===== src/rtl/key_sw_io_responder_if.sv =====
// CPU load/store bus as seen by the KEY/SW responder.
// The master drives the address and strobes; the responder returns data, hit and irq.
interface key_sw_io_responder_if #(
  parameter int DBITS = 32
);
  logic [DBITS-1:0] addr;
  logic             rd_en;
  logic             wr_en;
  logic [DBITS-1:0] wdata;
  logic [DBITS-1:0] rdata;
  logic             hit;
  logic             irq;

  modport master (
    output addr, rd_en, wr_en, wdata,
    input  rdata, hit, irq
  );

  modport slave (
    input  addr, rd_en, wr_en, wdata,
    output rdata, hit, irq
  );
endinterface


===== src/rtl/key_sw_io_responder.sv =====
// Memory-mapped KEY/SW responder: synchronise, debounce, track change/overrun status,
// and serve combinational CPU reads with read/write side effects committed on clk.
module key_sw_io_responder #(
  parameter int               DBITS           = 32,
  parameter int               NKEYS           = 4,
  parameter int               NSW             = 10,
  parameter logic [DBITS-1:0] ADDR_KEY        = 32'hF000_0010,
  parameter logic [DBITS-1:0] ADDR_SW         = 32'hF000_0014,
  parameter logic [DBITS-1:0] ADDR_KCTRL      = 32'hF000_0110,
  parameter logic [DBITS-1:0] ADDR_SCTRL      = 32'hF000_0114,
  parameter int               DEBOUNCE_CYCLES = 1000,
  parameter int               CNT_BITS        = 10
) (
  input  logic                   clk,
  input  logic                   reset_n,
  key_sw_io_responder_if.slave   bus,
  input  logic [NKEYS-1:0]       KEY,
  input  logic [NSW-1:0]         SW
);

  localparam logic [CNT_BITS-1:0] CNT_MAX = CNT_BITS'(DEBOUNCE_CYCLES - 1);
  localparam logic [CNT_BITS-1:0] CNT_ONE = CNT_BITS'(1);

  logic [NKEYS-1:0]    k_sync1_r, k_sync2_r, k_stable_r, k_upd_s;
  logic [CNT_BITS-1:0] k_cnt_r [NKEYS];
  logic [NSW-1:0]      s_sync1_r, s_sync2_r, s_stable_r, s_upd_s;
  logic [CNT_BITS-1:0] s_cnt_r [NSW];

  logic k_event_s, s_event_s;
  logic k_rd_clr_s, s_rd_clr_s, k_wr_ctrl_s, s_wr_ctrl_s;
  logic k_ready_r, k_ovr_r, k_ie_r, s_ready_r, s_ovr_r, s_ie_r;
  logic k_ready_nxt_s, k_ovr_nxt_s, k_ie_nxt_s;
  logic s_ready_nxt_s, s_ovr_nxt_s, s_ie_nxt_s;
  logic unused_wdata_s;

  function automatic logic [DBITS-1:0] ctrl_word(input logic rdy, input logic ovr, input logic ie);
    logic [DBITS-1:0] w;
    w    = '0;
    w[0] = rdy;
    w[2] = ovr;
    w[8] = ie;
    return w;
  endfunction

  // Two-flop synchronisers; keys are inverted so a pressed key reads as 1.
  always_ff @(posedge clk or negedge reset_n) begin
    if (!reset_n) begin
      k_sync1_r <= '0;
      k_sync2_r <= '0;
      s_sync1_r <= '0;
      s_sync2_r <= '0;
    end else begin
      k_sync1_r <= ~KEY;
      k_sync2_r <= k_sync1_r;
      s_sync1_r <= SW;
      s_sync2_r <= s_sync1_r;
    end
  end

  // A bit is accepted on the cycle its counter has already reached the limit.
  always_comb begin
    k_upd_s = '0;
    s_upd_s = '0;
    for (int i = 0; i < NKEYS; i++) begin
      k_upd_s[i] = (k_sync2_r[i] != k_stable_r[i]) && (k_cnt_r[i] == CNT_MAX);
    end
    for (int i = 0; i < NSW; i++) begin
      s_upd_s[i] = (s_sync2_r[i] != s_stable_r[i]) && (s_cnt_r[i] == CNT_MAX);
    end
  end

  assign k_event_s = |k_upd_s;
  assign s_event_s = |s_upd_s;

  // Per-bit debounce counters and accepted (stable) values.
  always_ff @(posedge clk or negedge reset_n) begin
    if (!reset_n) begin
      k_stable_r <= '0;
      s_stable_r <= '0;
      for (int i = 0; i < NKEYS; i++) k_cnt_r[i] <= '0;
      for (int i = 0; i < NSW; i++)   s_cnt_r[i] <= '0;
    end else begin
      for (int i = 0; i < NKEYS; i++) begin
        if (k_sync2_r[i] == k_stable_r[i]) begin
          k_cnt_r[i] <= '0;
        end else if (k_upd_s[i]) begin
          k_cnt_r[i]    <= '0;
          k_stable_r[i] <= k_sync2_r[i];
        end else begin
          k_cnt_r[i] <= k_cnt_r[i] + CNT_ONE;
        end
      end
      for (int i = 0; i < NSW; i++) begin
        if (s_sync2_r[i] == s_stable_r[i]) begin
          s_cnt_r[i] <= '0;
        end else if (s_upd_s[i]) begin
          s_cnt_r[i]    <= '0;
          s_stable_r[i] <= s_sync2_r[i];
        end else begin
          s_cnt_r[i] <= s_cnt_r[i] + CNT_ONE;
        end
      end
    end
  end

  assign k_rd_clr_s  = bus.rd_en && (bus.addr == ADDR_KEY);
  assign s_rd_clr_s  = bus.rd_en && (bus.addr == ADDR_SW);
  assign k_wr_ctrl_s = bus.wr_en && (bus.addr == ADDR_KCTRL);
  assign s_wr_ctrl_s = bus.wr_en && (bus.addr == ADDR_SCTRL);

  // Status next-state: a change event beats a clearing read and an overrun-clearing write.
  always_comb begin
    k_ready_nxt_s = k_ready_r;
    k_ovr_nxt_s   = k_ovr_r;
    k_ie_nxt_s    = k_ie_r;
    s_ready_nxt_s = s_ready_r;
    s_ovr_nxt_s   = s_ovr_r;
    s_ie_nxt_s    = s_ie_r;

    if (k_event_s)       k_ready_nxt_s = 1'b1;
    else if (k_rd_clr_s) k_ready_nxt_s = 1'b0;
    else                 k_ready_nxt_s = k_ready_r;

    if (k_event_s && k_ready_r && !k_rd_clr_s) k_ovr_nxt_s = 1'b1;
    else if (k_wr_ctrl_s && !bus.wdata[2])     k_ovr_nxt_s = 1'b0;
    else                                       k_ovr_nxt_s = k_ovr_r;

    if (k_wr_ctrl_s) k_ie_nxt_s = bus.wdata[8];
    else             k_ie_nxt_s = k_ie_r;

    if (s_event_s)       s_ready_nxt_s = 1'b1;
    else if (s_rd_clr_s) s_ready_nxt_s = 1'b0;
    else                 s_ready_nxt_s = s_ready_r;

    if (s_event_s && s_ready_r && !s_rd_clr_s) s_ovr_nxt_s = 1'b1;
    else if (s_wr_ctrl_s && !bus.wdata[2])     s_ovr_nxt_s = 1'b0;
    else                                       s_ovr_nxt_s = s_ovr_r;

    if (s_wr_ctrl_s) s_ie_nxt_s = bus.wdata[8];
    else             s_ie_nxt_s = s_ie_r;
  end

  // Status registers.
  always_ff @(posedge clk or negedge reset_n) begin
    if (!reset_n) begin
      k_ready_r <= 1'b0;
      k_ovr_r   <= 1'b0;
      k_ie_r    <= 1'b0;
      s_ready_r <= 1'b0;
      s_ovr_r   <= 1'b0;
      s_ie_r    <= 1'b0;
    end else begin
      k_ready_r <= k_ready_nxt_s;
      k_ovr_r   <= k_ovr_nxt_s;
      k_ie_r    <= k_ie_nxt_s;
      s_ready_r <= s_ready_nxt_s;
      s_ovr_r   <= s_ovr_nxt_s;
      s_ie_r    <= s_ie_nxt_s;
    end
  end

  // Combinational read mux.
  always_comb begin
    bus.rdata = '0;
    bus.hit   = 1'b0;
    case (bus.addr)
      ADDR_KEY: begin
        bus.rdata = DBITS'(k_stable_r);
        bus.hit   = 1'b1;
      end
      ADDR_SW: begin
        bus.rdata = DBITS'(s_stable_r);
        bus.hit   = 1'b1;
      end
      ADDR_KCTRL: begin
        bus.rdata = ctrl_word(k_ready_r, k_ovr_r, k_ie_r);
        bus.hit   = 1'b1;
      end
      ADDR_SCTRL: begin
        bus.rdata = ctrl_word(s_ready_r, s_ovr_r, s_ie_r);
        bus.hit   = 1'b1;
      end
      default: begin
        bus.rdata = '0;
        bus.hit   = 1'b0;
      end
    endcase
  end

  assign bus.irq = (k_ready_r & k_ie_r) | (s_ready_r & s_ie_r);

  assign unused_wdata_s = ^{bus.wdata[DBITS-1:9], bus.wdata[7:3], bus.wdata[1:0]};

endmodule


===== src/flat_wrapper.sv =====
// flat-port wrapper written by rule: the top's interface ports become plain ports
module key_sw_io_responder_flat 
#(
  parameter int               DBITS           = 32,
  parameter int               NKEYS           = 4,
  parameter int               NSW             = 10,
  parameter logic [DBITS-1:0] ADDR_KEY        = 32'hF000_0010,
  parameter logic [DBITS-1:0] ADDR_SW         = 32'hF000_0014,
  parameter logic [DBITS-1:0] ADDR_KCTRL      = 32'hF000_0110,
  parameter logic [DBITS-1:0] ADDR_SCTRL      = 32'hF000_0114,
  parameter int               DEBOUNCE_CYCLES = 1000,
  parameter int               CNT_BITS        = 10
)
  (clk, reset_n, KEY, SW, bus_addr, bus_rd_en, bus_wr_en, bus_wdata, bus_rdata, bus_hit, bus_irq);
  key_sw_io_responder_if #(.DBITS(DBITS)) bus_i ();
  input  logic clk;
  input  logic reset_n;
  input  logic [NKEYS-1:0] KEY;
  input  logic [NSW-1:0] SW;
  input wire logic [$bits(bus_i.addr)-1:0] bus_addr;
  input wire logic [$bits(bus_i.rd_en)-1:0] bus_rd_en;
  input wire logic [$bits(bus_i.wr_en)-1:0] bus_wr_en;
  input wire logic [$bits(bus_i.wdata)-1:0] bus_wdata;
  output wire logic [$bits(bus_i.rdata)-1:0] bus_rdata;
  output wire logic [$bits(bus_i.hit)-1:0] bus_hit;
  output wire logic [$bits(bus_i.irq)-1:0] bus_irq;
  assign bus_i.addr = bus_addr;
  assign bus_i.rd_en = bus_rd_en;
  assign bus_i.wr_en = bus_wr_en;
  assign bus_i.wdata = bus_wdata;
  assign bus_rdata = bus_i.rdata;
  assign bus_hit = bus_i.hit;
  assign bus_irq = bus_i.irq;
  key_sw_io_responder #(.DBITS(DBITS), .NKEYS(NKEYS), .NSW(NSW), .ADDR_KEY(ADDR_KEY), .ADDR_SW(ADDR_SW), .ADDR_KCTRL(ADDR_KCTRL), .ADDR_SCTRL(ADDR_SCTRL), .DEBOUNCE_CYCLES(DEBOUNCE_CYCLES), .CNT_BITS(CNT_BITS)) u_core (.clk(clk), .reset_n(reset_n), .bus(bus_i), .KEY(KEY), .SW(SW));
endmodule

===== config.mk =====
export PLATFORM = sky130hd
export DESIGN_NAME = key_sw_io_responder_flat
export DESIGN_NICKNAME = d
export VERILOG_FILES = /design/src/rtl/key_sw_io_responder_if.sv /design/src/rtl/key_sw_io_responder.sv /design/src/flat_wrapper.sv
export SDC_FILE = /design/constraint.sdc
export NUM_CORES = 1
export LEC_CHECK = 0
export CAP_MARGIN = 20
export CORE_MARGIN = 3
export CORE_UTILIZATION = 45
export DETAILED_ROUTE_END_ITERATION = 12
export GPL_TIMING_DRIVEN = 1
export PLACE_DENSITY = 0.65
export SYNTH_ARGS = -nofsm -noshare
export SYNTH_HDL_FRONTEND = slang
export SYNTH_SLANG_ARGS = --single-unit

===== constraint.sdc =====
create_clock -name clk -period 2.36 [get_ports clk]
set_clock_uncertainty 0.15 [all_clocks]
set_input_delay 0.472 -clock clk [delete_from_list [all_inputs] [get_ports clk]]
set_output_delay 0.472 -clock clk [all_outputs]
set_load 0.01 [all_outputs]

Yosys cells after proc, flatten, opt, wreduce, memory -nomap -nowiden
Cells that the tools add are included.
{"block": "totals", "in_bits": 82, "regBits": 188, "output_inout_bits": 34, "wordCells": 202}
{"block": "op_classes", "n_reduce_logical": 48, "n_bitwise": 18, "addsub": 14, "eq_ne": 46, "muxes": 38}
{"op": "10-bit two-way mux", "n": 28}
{"op": "10-bit by 1-bit adder with 10-bit output (second input constant)", "n": 14}
{"op": "10-bit equality test (second input constant)", "n": 14}
{"op": "32-bit equality test (second input constant)", "n": 4}
{"op": "10-bit case mux with 4 select lines", "n": 1}
{"op": "2-bit AND reduction", "n": 14}
{"op": "1-bit logical AND", "n": 24}
{"op": "1-bit equality test", "n": 14}
{"op": "1-bit inequality test", "n": 14}
{"op": "1-bit inverter", "n": 14}
{"op": "10-bit OR reduction", "n": 1}
{"op": "1-bit two-way mux", "n": 9}
{"op": "2-bit nonzero test", "n": 4}
{"op": "4-bit OR reduction", "n": 2}
{"op": "4-bit inverter", "n": 1}
{"op": "1-bit logical NOT", "n": 3}
{"op": "1-bit bitwise AND", "n": 2}
{"op": "1-bit bitwise OR", "n": 1}

Depth between registers and ports, before layout
{"block": "logic_depth", "word_depth": 6, "ltp_mapped": 7, "depth_no_buf": 6}

Worst setup path after synthesis
Ideal clock, no wire load.
{"block": "synth_path", "kind": "in2out", "startpoint": "in bus_addr[3]", "endpoint": "out bus_rdata[0]", "cell_stages": 5, "path_buffers": 0, "t_required_ps": 1738, "slack_ps": -9, "arrival_time_ps": 1747, "path_cell_list": "nor3_1 nand2_2 nor4_1 nand2_1 a21oi_1"}
{"block": "synth_via", "elab_chain_len": 2, "elab_cells_between_ends": 5, "classes_between": "4 x eq/ne; 1 x mux"}
{"item": "from (decl)", "line_no": "flat_wrapper.sv:20", "rtl": "input wire logic [$bits(bus_i.addr)-1:0] bus_addr;"}
{"item": "32-bit equality test", "line_no": "key_sw_io_responder.sv:166", "rtl": "case (bus.addr)"}
{"item": "10-bit case mux with 4 select lines *", "line_no": "key_sw_io_responder.sv:166"}
{"item": "to (decl)", "line_no": "flat_wrapper.sv:24", "rtl": "output wire logic [$bits(bus_i.rdata)-1:0] bus_rdata;"}
Every way passes the cells marked *; elsewhere a longest branch is shown, timed or not.

Final worst setup path
{"block": "layout_path", "startpoint": "in bus_addr[10]", "endpoint": "out bus_rdata[4]"}
Same word-level chain as after synthesis.

==> run summary <==
Setup violations remaining at the end of the flow were counted as 10. The post-synthesis adder-cell area fraction came out at 0.0206. The run gives 5,612 as the via count of the first global-routing pass. Once placement finished, the instance area stood at 9450 um2. For this run, the top clock speed supported by timing is 0.375 GHz. Using the TritonRoute via totals, the vias-per-cell ratio works out to 4.94. The flip-flop and latch count after synthesis was 188; the routed via count was 5,599. The starting density of the core came out at 0.465. In this run the horizontal extent of the chip is 143 um. TritonCTS built the clock tree.

The fraction of the mapped netlist area in compound gates is 0.0199. The run gives 10,300 um as the detailed placer's ending HPWL. The first routing iteration left 221 violations.

Data arrival time of the worst path: 2.05 ns. The tree is rooted in a sky130_fd_sc_hd__clkbuf_16. For this run, the post-layout net count is 988.

The tools report the TritonCTS buffer count as 17. For the finished layout, the period the worst path requires is 2.67 ns. The final-layout setup total negative slack is -2.64 ns, and the number of primary I/O pins is 116. The library cells used most frequently in the layout, excluding fill and tap cells, are sky130_fd_sc_hd__dfrtp_1 (188), sky130_fd_sc_hd__nor2_1 (162), sky130_fd_sc_hd__xnor2_1 (73). STA classifies the critical path startpoint as a primary input.

Max-cap violations in this run came to 0. The final global-route overflow total is 0. Data on the critical path is required at its endpoint by 1.74 ns. Setup repair after global routing could not meet its margin everywhere. The run gives 0 as the initial antenna violation count.

The slew at the pin closest to its max-slew limit came out at 0.576 ns. The type of the worst setup path is in2out. The post-detailed-route wirelength per cell was 12.9 um; the number of unique standard cell types used by synthesis was 46. By area, the combinational part of the netlist is dominated by simple AND/OR/NAND/NOR gates. The xor/xnor cell area share of the yosys netlist works out to 0.124.

The post-synthesis cell count was 800; the post-synthesis average cell area was 10.6 um2. Leaving out fill and tap cells, the most frequent cell in the layout is sky130_fd_sc_hd__dfrtp_1. The async set-reset flop share out of synthesis was 1.00. Main flop type after synthesis: sky130_fd_sc_hd__dfrtp_1. The H-tree was split into 4 levels.

The clock passes through at most 2 buffers. The number of clock sinks was 188; the final worst slack was -0.310 ns. The die is 143 um tall.

The placement row count is 49. For the total count of hold-check failures in the final report, the log shows 0. Once detail routing completed, the nets flagged for antenna violations numbered 0. Entering global routing, the biggest net connects 57 pins.

Synthesis-to-finish area growth: 19.3%. Quantity of I/O buffers inserted on ports: 63. The tightest min-delay check is of the reg2reg type.

The tools report the share of the core filled with cells in the final layout as 0.554. The max-slew headroom at the worst pin came out at 0.611. Maximum ir drop on the vdd rail: 0.000405 V.

The run gives 0.43 ns as the clock network latency to the later pin of the worst-skew pair. 0 antenna diodes ended up in the layout. The power per unit of standard cell area was 640 nW/um2; the global-route total usage across every layer was 0.154. The element type at the critical path end was an output pin.

The clock transition time at the flip-flop clock pins of the worst setup and hold paths works out to 0.07 ns. The area share of and/or/nand/nor cells after synthesis came out at 0.220. The final total power is 6.48 mW, and the final weighted congestion of routability-driven global placement is 0.770. The run gives 3670 um2 as the area used by multi-input combinational logic.

Share of the clock period used by the worst path after layout: 1.13. The filler cells instantiated in the layout total 1,601. The largest driver fanout on the critical path was 5; the portion of the post-synthesis area used by sequential elements was 0.554. The run finished, with violations left. The overall routed net length is 14,600 um, and the fraction of final layout cells sized beyond drive strength 1 is 0.157. Prior to clock tree synthesis, the placed netlist has a worst setup slack of -0.950 ns. The logs give 25,700 um for the first-pass GRT wire length and 6 for the number of detailed-route iterations in the first pass.

The number of pins with negative max-slew slack in the final report was 0; the total of warnings raised by yosys was 0. The leakage power summed over all cells was 4.58 nW; the final instance area was 10,100 um2. The checks that failed: negative setup slack. Counting flops with a built-in enable in the synthesized netlist gives 0. The proportion of synthesized area in mux cells works out to 0.0249. In the routed design, unresolved DRC markers number 0. For the area of all sequential standard cells, the log shows 4700 um2.

The core region is 18,300 um2. The die covers 20,600 um2. Total standard cell area after synthesis: 8490 um2.
-- power by group --
part           internal (mW)  switching, mW
logic                  0.159          0.203
registers               3.30         0.0626
clock network           1.50           1.25
-- synth_stat cells, types with 11 or more instances --
library cell	count	area share
sky130_fd_sc_hd__nand4_1	19	0.014
sky130_fd_sc_hd__ha_1	14	0.021
sky130_fd_sc_hd__dfrtp_1	188	0.55
sky130_fd_sc_hd__nand3_1	49	0.029
sky130_fd_sc_hd__xnor2_1	73	0.075
sky130_fd_sc_hd__or2_2	13	0.0096
sky130_fd_sc_hd__mux2_2	17	0.023
sky130_fd_sc_hd__xor2_1	47	0.048
sky130_fd_sc_hd__a21oi_1	11	0.0065
sky130_fd_sc_hd__nand2_1	32	0.014
sky130_fd_sc_hd__nor2_1	163	0.072
sky130_fd_sc_hd__nor3_1	13	0.0077
sky130_fd_sc_hd__and3_1	34	0.025
sky130_fd_sc_hd__buf_4	22	0.019
sky130_fd_sc_hd__clkbuf_1	11	0.0049
sky130_fd_sc_hd__inv_1	19	0.0084
-- worst paths after layout --
kind	start	end	slack, ns	cells past startpoint
worst max register to register	u_core.s_cnt_r[20]$_DFF_PN0_	u_core.s_ovr_r$_DFFE_PN0P_	0.24	7
worst min-delay path	u_core.s_sync1_r[4]$_DFF_PN0_	u_core.s_sync2_r[4]$_DFF_PN0_	0.20	0
worst max-delay path	bus_addr[10]	bus_rdata[4]	-0.31	9
worst min register to register	u_core.s_sync1_r[4]$_DFF_PN0_	u_core.s_sync2_r[4]$_DFF_PN0_	0.20	0
min in group asynchronous	reset_n	u_core.s_cnt_r[12]$_DFF_PN0_	0.42	2
max in group asynchronous	reset_n	u_core.s_sync1_r[5]$_DFF_PN0_	1.05	3
-- worst max-delay path, stage by stage --
cell	delay [ns]
sky130_fd_sc_hd__buf_2	0.10
sky130_fd_sc_hd__nor4b_2	0.26
sky130_fd_sc_hd__nand4_1	0.22
sky130_fd_sc_hd__buf_4	0.20
sky130_fd_sc_hd__nor4_4	0.25
sky130_fd_sc_hd__buf_4	0.18
sky130_fd_sc_hd__buf_12	0.13
sky130_fd_sc_hd__and2_4	0.14
sky130_fd_sc_hd__buf_6	0.09
-- logic make-up after synthesis --
family,Yosys count
AO/OA/AOI/OAI,26
XOR/XNOR,120
adder cells (fa/ha/maj),14
buffers and inverters,57
flip-flops,188
multiplexers,19
other,1
AND/OR/NAND/NOR,375
-- area by class of cell --
| class | instances | share of cell area |
|---|---|---|
| well taps | 229 | 0.0283 |
| multi-input cells | 576 | 0.362 |
| inverters | 19 | 0.00704 |
| clock inverters | 14 | 0.0131 |
| flip-flops and latches | 188 | 0.464 |
| clock buffers | 18 | 0.0434 |
| repair buffers | 90 | 0.0813 |
-- routing by layer --
layer	vias up	routed length (um)	GRT usage
met5	-	0	0
met4	0	163	0.0446
met3	10	485	0.0389
met2	74	7060	0.252
met1	2699	6930	0.204
li1	2816	-	-
-- stage by stage --
step	std cells	hold WS (ns)
2_1_floorplan	821	0.0264
3_3_place_gp	1094	0.183
3_5_place_dp	1094	0.185
4_1_cts	1133	0.200
5_1_grt	1134	0.208
6_report	1134	0.199
-- state kept, by name (all words and copies together) (netlist names), 4 cells and up --
register and cells:
u_core.k_cnt_r 40, u_core.k_stable_r 4, u_core.k_sync1_r 4, u_core.k_sync2_r 4, u_core.s_cnt_r 100, u_core.s_stable_r 10, u_core.s_sync1_r 10, u_core.s_sync2_r 10
-- timing repair --
action                     CTS  global route
resized for setup          136            18
buffers inserted             6             1
pin swaps                   18             7
hold buffers                 1             0
hold endpoints to repair    51             0
setup endpoints to repair   13            11
No activity file was read; power rests on OpenSTA's default activity.
